### src/rtl/song_reader.sv
// song_reader: walks the selected song's note ROM and hands one note at a time
// to the note player, pulsing song_done back to the mcu when the song ends.
module song_reader #(
    parameter int NOTE_W = 6,
    parameter int DUR_W  = 6,
    parameter int IDX_W  = 5
) (
    input  logic                    clk,
    input  logic                    reset,
    input  logic                    play,
    input  logic                    reset_player,
    input  logic [1:0]              song,
    input  logic                    note_done,
    output logic [IDX_W+1:0]        rom_addr,
    input  logic [NOTE_W+DUR_W-1:0] rom_data,
    output logic [NOTE_W-1:0]       note,
    output logic [DUR_W-1:0]        duration,
    output logic                    new_note,
    output logic                    song_done
);

    typedef enum logic [2:0] {
        IDLE,
        FETCH,
        LATCH,
        WAIT,
        DONE
    } state_t;

    localparam logic [IDX_W-1:0] LAST_IDX = {IDX_W{1'b1}};
    localparam logic [IDX_W-1:0] IDX_ONE  = {{(IDX_W-1){1'b0}}, 1'b1};

    state_t             state;
    state_t             state_n;
    logic [IDX_W-1:0]   idx;
    logic [IDX_W-1:0]   idx_n;
    logic [1:0]         song_q;
    logic [1:0]         song_q_n;
    logic [NOTE_W-1:0]  note_n;
    logic [DUR_W-1:0]   duration_n;
    logic               new_note_n;
    logic               song_done_n;

    logic [NOTE_W-1:0]  rom_note;
    logic [DUR_W-1:0]   rom_dur;

    assign rom_note = rom_data[NOTE_W+DUR_W-1:DUR_W];
    assign rom_dur  = rom_data[DUR_W-1:0];

    // The page bits come from the latched song, so idx can never spill into the next song.
    assign rom_addr = {song_q, idx};

    always_ff @(posedge clk or posedge reset) begin
        if (reset) begin
            state     <= IDLE;
            idx       <= '0;
            song_q    <= '0;
            note      <= '0;
            duration  <= '0;
            new_note  <= 1'b0;
            song_done <= 1'b0;
        end else begin
            state     <= state_n;
            idx       <= idx_n;
            song_q    <= song_q_n;
            note      <= note_n;
            duration  <= duration_n;
            new_note  <= new_note_n;
            song_done <= song_done_n;
        end
    end

    always_comb begin
        state_n     = state;
        idx_n       = idx;
        song_q_n    = song_q;
        note_n      = note;
        duration_n  = duration;
        new_note_n  = 1'b0;
        song_done_n = 1'b0;

        if (reset_player) begin
            state_n    = IDLE;
            idx_n      = '0;
            song_q_n   = song;
            note_n     = '0;
            duration_n = '0;
        end else begin
            case (state)
                IDLE: begin
                    if (play) begin
                        song_q_n = song;
                        state_n  = FETCH;
                    end
                end
                FETCH: begin
                    if (play) begin
                        state_n = LATCH;
                    end
                end
                LATCH: begin
                    // A zero duration marks the end of the song; the last note stays on the outputs.
                    if (rom_dur == '0) begin
                        state_n     = DONE;
                        song_done_n = 1'b1;
                    end else begin
                        note_n     = rom_note;
                        duration_n = rom_dur;
                        new_note_n = 1'b1;
                        state_n    = WAIT;
                    end
                end
                WAIT: begin
                    // The note player may finish while paused, so play is not consulted here.
                    if (note_done) begin
                        if (idx == LAST_IDX) begin
                            state_n     = DONE;
                            song_done_n = 1'b1;
                        end else begin
                            idx_n   = idx + IDX_ONE;
                            state_n = FETCH;
                        end
                    end
                end
                DONE: begin
                    state_n = DONE;
                end
                default: begin
                    state_n = IDLE;
                end
            endcase
        end
    end

endmodule

### config.mk
export PLATFORM = sky130hd
export DESIGN_NAME = song_reader
export DESIGN_NICKNAME = d
export VERILOG_FILES = /design/src/rtl/song_reader.sv
export SDC_FILE = /design/constraint.sdc
export NUM_CORES = 1
export LEC_CHECK = 0
export CORE_MARGIN = 5
export CORE_UTILIZATION = 65
export CTS_CLUSTER_SIZE = 40
export DETAILED_ROUTE_END_ITERATION = 16
export DONT_BUFFER_PORTS = 1
export PLACE_DENSITY = 0.92
export SYNTH_ARGS = -nofsm -noshare
export SYNTH_HDL_FRONTEND = slang
export SYNTH_SLANG_ARGS = --single-unit
### constraint.sdc
create_clock -name clk -period 3.1 [get_ports clk]
set_input_delay 0.62 -clock clk [delete_from_list [all_inputs] [get_ports clk]]
set_output_delay 0.62 -clock clk [all_outputs]
set_load 0.02 [all_outputs]
**Word level (Yosys, flattened, before mapping)**

Index checks and enable logic that the tools add are counted.

- Output and inout bits: 21
- Word-level logic and storage cells: 57
- Register bits after elaboration: 24

- Mux-type cells: 28
- Reduce and logical (&&, ||, !) cells: 11
- Equal/unequal tests: 10
- $add $sub $neg: 1

Operators by type and width:

| kind | number |
|---|---|
| $mux W6 | 6 |
| $mux W5 | 4 |
| $mux W3 | 6 |
| $pmux W3 S5 | 1 |
| $reduce_bool A2 Y1 | 5 |
| $ne A3 B3 Y1 const B | 3 |
| $mux W1 | 7 |
| $eq A3 B2 Y1 const B | 2 |
| $logic_not A6 Y1 | 1 |
| $mux W2 | 3 |
| $reduce_and A3 Y1 | 2 |
| $add A5 B1 Y5 const B | 1 |
| $eq A5 B5 Y1 const B | 1 |
| $ne A2 B2 Y1 const B | 2 |
| $reduce_and A2 Y1 | 2 |
| $eq A3 B1 Y1 const B | 1 |
| $eq A3 B3 Y1 const B | 1 |
| $logic_not A3 Y1 | 1 |
| $pmux W1 S2 | 1 |

**Logic depth before layout (Yosys ltp)**

Gate-level depths: netlist of the first run.

- Word-level depth: 5
- Gate-level depth with buffers: 7
- Depth with buffers taken out: 6

**Worst setup path before layout of the first run**

OpenSTA, ideal clock, no wires.

- Kind: reg2reg
- Start point: register idx[0]
- End point: register idx[3]
- Arrival time: 1.825 ns
- Required time: 3.022 ns
- Period minus slack after synthesis: 1.903 ns
- Stages on the path, launching flop included: 7
- Path buffers: 1
- Slack: 1.197 ns
- Cell sequence: dfrtp_1 > ha_1 > and3_1 > ha_1 > clkbuf_1 > or4_1 > a21oi_1

- Word-level cells in the longest chain between the ends: 5
- Elaborated cells between the ends (all ways): 8
- Classes of those cells: add/sub: 1; eq/ne: 2; mux: 4; reduce/logical: 1

RTL lines:

| element | RTL line | text |
|---|---|---|
| start, declared | 35 | `logic [IDX_W-1:0] idx;` |
| start signal, assigned | 64 | `idx <= idx_n;` |
| $add A5 B1 Y5 | 120 | `idx_n = idx + IDX_ONE;` |
| $mux W5 | 116 | `if (idx == LAST_IDX) begin` |
| $mux W5 | 115 | `if (note_done) begin` |
| $mux W5 | 89 | `case (state)` |
| $mux W5 | 82 | `if (reset_player) begin` |

Parallel ways exist; a longest one is shown, timed or not. The select of a mux whose other input is x is not followed.
A chain may end at the register's enable or synchronous reset.

**Final worst setup path of the first run**

Ends and elaborated chain as after synthesis.

==> results of run 1 <==
-- placed cells by master, fill, tap and decap left out, types with 2 or more instances in the layout --
master | netlist | final
nand3b_1 | 8 | 8
nand2b_1 | 18 | 18
nor2b_1 | 4 | 4
nor2_1 | 4 | 4
clkbuf_4 | 0 | 3
a21oi_1 | 6 | 6
ha_1 | 2 | 2
nand3_1 | 6 | 6
o21ai_0 | 10 | 10
mux2i_1 | 6 | 6
inv_1 | 4 | 4
mux2_2 | 2 | 2
dfrtp_1 | 24 | 24
-- power by group through the flow --
stage          logic [W]  registers, W  clock network [W]
2_1_floorplan  0.0000674      0.000356                  0
3_3_place_gp   0.0000572      0.000365                  0
3_5_place_dp   0.0000604      0.000366                  0
4_1_cts        0.0000604      0.000360           0.000163
5_1_grt        0.0000670      0.000363           0.000182
6_report       0.0000595      0.000360           0.000159
-- layout make-up --
class / count / area, um2
Sequential cell: 24 / 601
Fill cell: 153 / 604
Clock buffer: 4 / 36.3
Multi-Input combinational cell: 87 / 652
Inverter: 4 / 15.0
Tap cell: 27 / 33.8
-- final timing paths --
path / from / to / slack, ns / cells after the start
setup reg to reg: idx[0] / idx[3] / 1.11 / 5
setup / recovery: idx[0] / idx[3] / 1.11 / 5
hold reg to reg: note[4] / note[4] / 0.67 / 2
max in group asynchronous: reset / idx[1] / 2.20 / 1
hold / removal: reset / state[1] / 0.37 / 1
min in group clk: reset_player / idx[3] / 0.37 / 1
-- logic make-up after synthesis --
logic type	share of synthesized area (%)
compound gates	12.3
fa+ha+maj	1.89
mux	7.37
simple gates	27.7
buf+inv	5.39
flops	45.4
-- state kept, by name, summed over array words and instances (netlist names) --
register   flops
note           6
new_note       1
song_done      1
state          3
duration       6
song_q         2
idx            5
-- per-stage QoR --
step / total power, W / setup WS [ns] / utilization, %
global route: 0.000612 / 1.02 / 68.9
detailed placement: 0.000427 / 1.14 / 67.0
CTS: 0.000584 / 1.10 / 68.9
global placement: 0.000423 / 1.22 / 67.0
floorplan: 0.000424 / 1.20 / -
finish: 0.000578 / 1.11 / 68.9
-- critical path, cell delays in order, from the launching register on --
cell	delay, ns
dfrtp_1	0.51
ha_1	0.27
and3_1	0.18
ha_1	0.28
or4_1	0.54
a21oi_1	0.15
-- per-layer routing --
metal | share of wire, % | up-vias | track usage, %
met1 | 40 | 411 | 23.8
met2 | 51 | 37 | 31.1
met3 | 7.4 | 6 | 4.02
met4 | 1.5 | 0 | 7.29
li1 | - | 424 | -
met5 | 0 | - | 0
==> metrics.yaml, run 1 <==
placement:
  place.detailed.hpwl_mm: 1.86
  placed_cells: 142
  finalWeightedCongestion: 0.846
  numPortBuffers: 0
  place_area_um2: 1300
finish:
  share_of_post_route_cells_with_drive_strength_above_1_pct: 10.9
  design.final.nets: 141
  final_cell_area_um2: 1340
  area_growth_pct: 1.04
  non_filler_cells_in_the_finished_layout: 146
  antennaDiodeCount: 0
synth:
  synthDominantAreaCellType: "dfrtp_1"
  edff_count_synth: 0
  ys_top_cells_by_count: "dfrtp_1, nand2b_1, o21ai_0"
  postSynthAreaPerCell_um2: 10.7
  synth_top_flop_cell: "dfrtp_1"
  postSynthNetCount: 145
  yosys_cell_types: 36
  synth.ff_latch_count: 24
  synthesis.instances: 124
  netlist_area_um2: 1320
  synth-seq-area-share_pct: 45.4
  asyncSetResetFlopFracSynth_pct: 100
  ys_warn_count: 0
  post-synth-top-count-cell: "dfrtp_1"
  yosysTopAreaCellShare_pct: 45.4
  synth.area.top_cells: "dfrtp_1, nand2b_1, mux2i_1"
setup_path:
  critPathRequiredTime_ns: 3.34
  critical_path.endpoint_type: "flop"
  critical_path.max_fanout: 10
  crit_path_start_kind: "flop"
  worst-setup-path-type: "flop to flop"
  timing.critical_path.arrival_ns: 2.23
sta:
  post-route-period-util_pct: 64.3
  clock_skew_ns: 0.00432
  final_hold_viol_count: 0
  maximum_operating_frequency_mhz: 502
  fin_worst_hold_slack_ns: 0.367
  final_count_of_negative_setup_slack_endpoints: 0
  tightestPinTransition_ns: 0.870
  setup_repair_after_global_routing_missed_its_margin: "false"
  pins_over_their_slew_limit: 0
  slew_headroom_pct: 41.9
  layout_min_cycle_time_ns: 1.99
  fin_tns_setup_ns: 0
pwr:
  clock_power_share_pct: 27.5
  ir_worst_vdd_mv: 0.272
  p_sw_share_pct: 25.8
  power_per_unit_of_standard_cell_area_nw_per_um2: 432
  leakage_nw: 0.566
  seq_power_share_pct: 62.2
  switching_power_w: 0.000149
  cell_internal_pwr_w: 0.000429
  power.share.combinational_pct: 10.3
cts:
  cts.htree.levels: 1
  cts_num_sinks: 24
  cts_inserted_buffers: 3
  cts_setup_buffers: 0
  cts_tree: "built"
  post_cts_resized: 0
  postCtsHoldBufs: 0
  cts_root_buf: "clkbuf_4"
  worst_setup_hold_path_clk_slew_ns: 0.12
  clkLatencyLatePin_ns: 0.30
  clock_tree.buffer_depth: 2
global_routing:
  via_count_of_the_first_global_routing_pass: 852
  grt_pass1_wl_mm: 4.00
  number_of_antenna_violations_at_the_first_check_in_global_routing: 0
  global_route_usage_sum_pct: 18.8
  grt_remaining_overflow: 0
  grt_start_max_net_pins: 37
outcome:
  outcome: "finished, final reports clean"
die:
  boundaryPins: 40
  initial_core_util_pct: 68.2
  row_count: 16
  core_area_um2: 1940
  fp.dieH_um: 55.1
  design.die.area_um2: 3040
  die_width_um: 55.1
route:
  routed_wl_mm: 2.52
  drcViolationCount: 0
  detail_route.iter0.violations: 13
  first_pass_iters: 5
  dr_total_vias: 878
  ant_nets: 0
  wl_per_cell_um: 17.2
  vias_cell: 6.01
worst_hold_path:
  type_of_the_worst_min_delay_path: "primary input to async pin"
flow_run:
  timing.max_cap.violations: 0
No activity file was read; power rests on OpenSTA's default activity.
==> run 2: changes to the inputs <==
--- a/config.mk
+++ b/config.mk
@@ -6,11 +6,11 @@
 export NUM_CORES = 1
 export LEC_CHECK = 0
 export CORE_MARGIN = 5
-export CORE_UTILIZATION = 65
+export CORE_UTILIZATION = 61
 export CTS_CLUSTER_SIZE = 40
 export DETAILED_ROUTE_END_ITERATION = 16
 export DONT_BUFFER_PORTS = 1
-export PLACE_DENSITY = 0.92
+export PLACE_DENSITY = 0.88
 export SYNTH_ARGS = -nofsm -noshare
 export SYNTH_HDL_FRONTEND = slang
 export SYNTH_SLANG_ARGS = --single-unit
==> constraint.sdc (replaced) <==
create_clock -name clk -period 1.85 [get_ports clk]
set_input_delay 0.37 -clock clk [delete_from_list [all_inputs] [get_ports clk]]
set_output_delay 0.37 -clock clk [all_outputs]
set_load 0.02 [all_outputs]
==> metrics.yaml, run 2 (synthesis results as in run 1) <==
outcome:
  outcome: "finished, final reports clean"
finish:
  fillers: 152
  area_growth_pct: 6.62
  antennaDiodeCount: 0
  design.final.nets: 150
  share_of_post_route_cells_with_drive_strength_above_1_pct: 19.5
  most_common_cell_after_layout_fill_and_taps_aside: "dfrtp_1"
  final_core_util_pct: 69.8
  reg.largest.list: "duration: 6 flops, note: 6 flops, idx: 5 flops"
  layout.cells.most_common_list: "dfrtp_1, nand2b_1, o21ai_0"
sta:
  tightestPinTransition_ns: 0.447
  final_count_of_negative_setup_slack_endpoints: 0
  pins_over_their_slew_limit: 0
  layout_min_cycle_time_ns: 1.78
  final_hold_viol_count: 0
  post-route-period-util_pct: 96.1
  setup_repair_after_global_routing_missed_its_margin: "false"
  slew_headroom_pct: 70.1
  maximum_operating_frequency_mhz: 563
  fin_tns_setup_ns: 0
  clock_skew_ns: 0.00308
setup_path:
  timing.critical_path.arrival_ns: 2.02
  critPathRequiredTime_ns: 2.09
  worst_r2r_path_depth: 5
  critical_path.max_fanout: 5
  critical_path.endpoint_type: "flop"
  worst-setup-path-type: "flop to flop"
  crit_path_start_kind: "flop"
cts:
  cts_tree: "built"
  clkLatencyLatePin_ns: 0.30
  cts_inserted_buffers: 3
  cts_num_sinks: 24
  clock_tree.buffer_depth: 2
  cts.htree.levels: 1
  worst_setup_hold_path_clk_slew_ns: 0.13
  cts_root_buf: "clkbuf_4"
placement:
  finalWeightedCongestion: 0.845
  numPortBuffers: 0
  place.detailed.hpwl_mm: 1.86
pwr:
  leakage_nw: 0.601
  power_per_unit_of_standard_cell_area_nw_per_um2: 667
  ir_worst_vdd_mv: 0.452
route:
  ant_nets: 0
  dr_total_vias: 936
  detail_route.iter0.violations: 14
  first_pass_iters: 4
  met3_wirelength_um: 244
  routed_metal_1_wire_length_um: 975
  routed.top_layer: "met4"
  drcViolationCount: 0
  routed_wl_mm: 2.57
  met2_wl_post_dr_mm: 1.33
  vias_cell: 6.04
  wl_per_cell_um: 16.6
die:
  core_area_um2: 2020
  boundaryPins: 40
  fp.dieH_um: 56.6
  initial_core_util_pct: 65.5
  design.die.area_um2: 3200
  die_width_um: 56.6
  row_count: 16
global_routing:
  grt_pass1_wl_mm: 4.49
  grt_remaining_overflow: 0
  global_route_usage_sum_pct: 17.5
  number_of_antenna_violations_at_the_first_check_in_global_routing: 0
  via_count_of_the_first_global_routing_pass: 966
  grt_start_max_net_pins: 37
worst_hold_path:
  hold-path-cell-count: 1
  type_of_the_worst_min_delay_path: "primary input to flop"
flow_run:
  timing.max_cap.violations: 0
==> run 2: cell count changes in the layout (fill, tap and decap cells not counted), sizes merged <==
cell / change
buf: +8
dlygate4sd3: +1
==> run 2: stage by stage <==
step                      hold WS [ns]  setup slack [ns]  instances  power, W  instance area, um2
final                            0.106            0.0726        155  0.000942                1410
after global routing            0.0813            0.0108        155  0.000995                1410
after detailed placement         0.236            0.0511        149  0.000719                1360
after CTS                       0.0962            0.0162        154  0.000952                1390
after floorplan                  0.384         0.0000829        124  0.000710                1330
after global placement           0.227             0.171        149  0.000714                1360
==> run 2: path summary, 6_finish.rpt <==
check                      slack (ns)           to         start
max in group asynchronous        0.86       idx[0]         reset
max reg2reg                      0.07       idx[3]        idx[0]
min reg2reg                      0.66      note[3]       note[3]
min                              0.11       idx[0]  reset_player
min in group asynchronous        0.46  duration[5]         reset
max                              0.07       idx[3]        idx[0]
==> run 2: power by group <==
| group | switching [W] | internal (W) | total [W] | leakage, nW |
|---|---|---|---|---|
| clock | 0.000147 | 0.0000840 | 0.000231 | 0.0150 |
| combinational | 0.0000502 | 0.0000571 | 0.000107 | 0.262 |
| sequential | 0.0000556 | 0.000548 | 0.000603 | 0.324 |
==> run 2: layout make-up <==
class / count / area, um2 / area share, %
multi-input cells: 87 / 663 / 47.0
repair buffers: 9 / 70.1 / 4.96
clock buffers: 4 / 26.3 / 1.86
inverters: 4 / 15.0 / 1.06
well taps: 27 / 33.8 / 2.39
flip-flops and latches: 24 / 603 / 42.7
==> run 2: layer usage <==
| metal | vias to the layer above | global-route usage [%] |
|---|---|---|
| met2 | 42 | 30.2 |
| met5 | - | 0 |
| met1 | 449 | 19.6 |
| met4 | 0 | 5.42 |
| met3 | 4 | 6.88 |
| li1 | 441 | - |
==> run 2: timing repair <==
item / in CTS / in global routing
setup buffers: 0 / 1
hold endpoints to repair: 8 / 0
gates resized for setup: 0 / 3
setup endpoints to repair: 0 / 3
hold buffers: 1 / 0
==> run 2: critical path: stages, from the launching register on <==
cell and delay, ns:
dfrtp_2 0.43, ha_1 0.22, and3_1 0.19, ha_2 0.20
or4_1 0.53, a21oi_2 0.15
==> run 3: changes to the inputs <==
--- a/config.mk
+++ b/config.mk
@@ -11,6 +11,7 @@
 export DETAILED_ROUTE_END_ITERATION = 16
 export DONT_BUFFER_PORTS = 1
 export PLACE_DENSITY = 0.88
+export SKIP_LAST_GASP = 1
 export SYNTH_ARGS = -nofsm -noshare
 export SYNTH_HDL_FRONTEND = slang
 export SYNTH_SLANG_ARGS = --single-unit
==> results of run 3 <==
The final DEF is identical to that of run 2; final timing and power are the same.
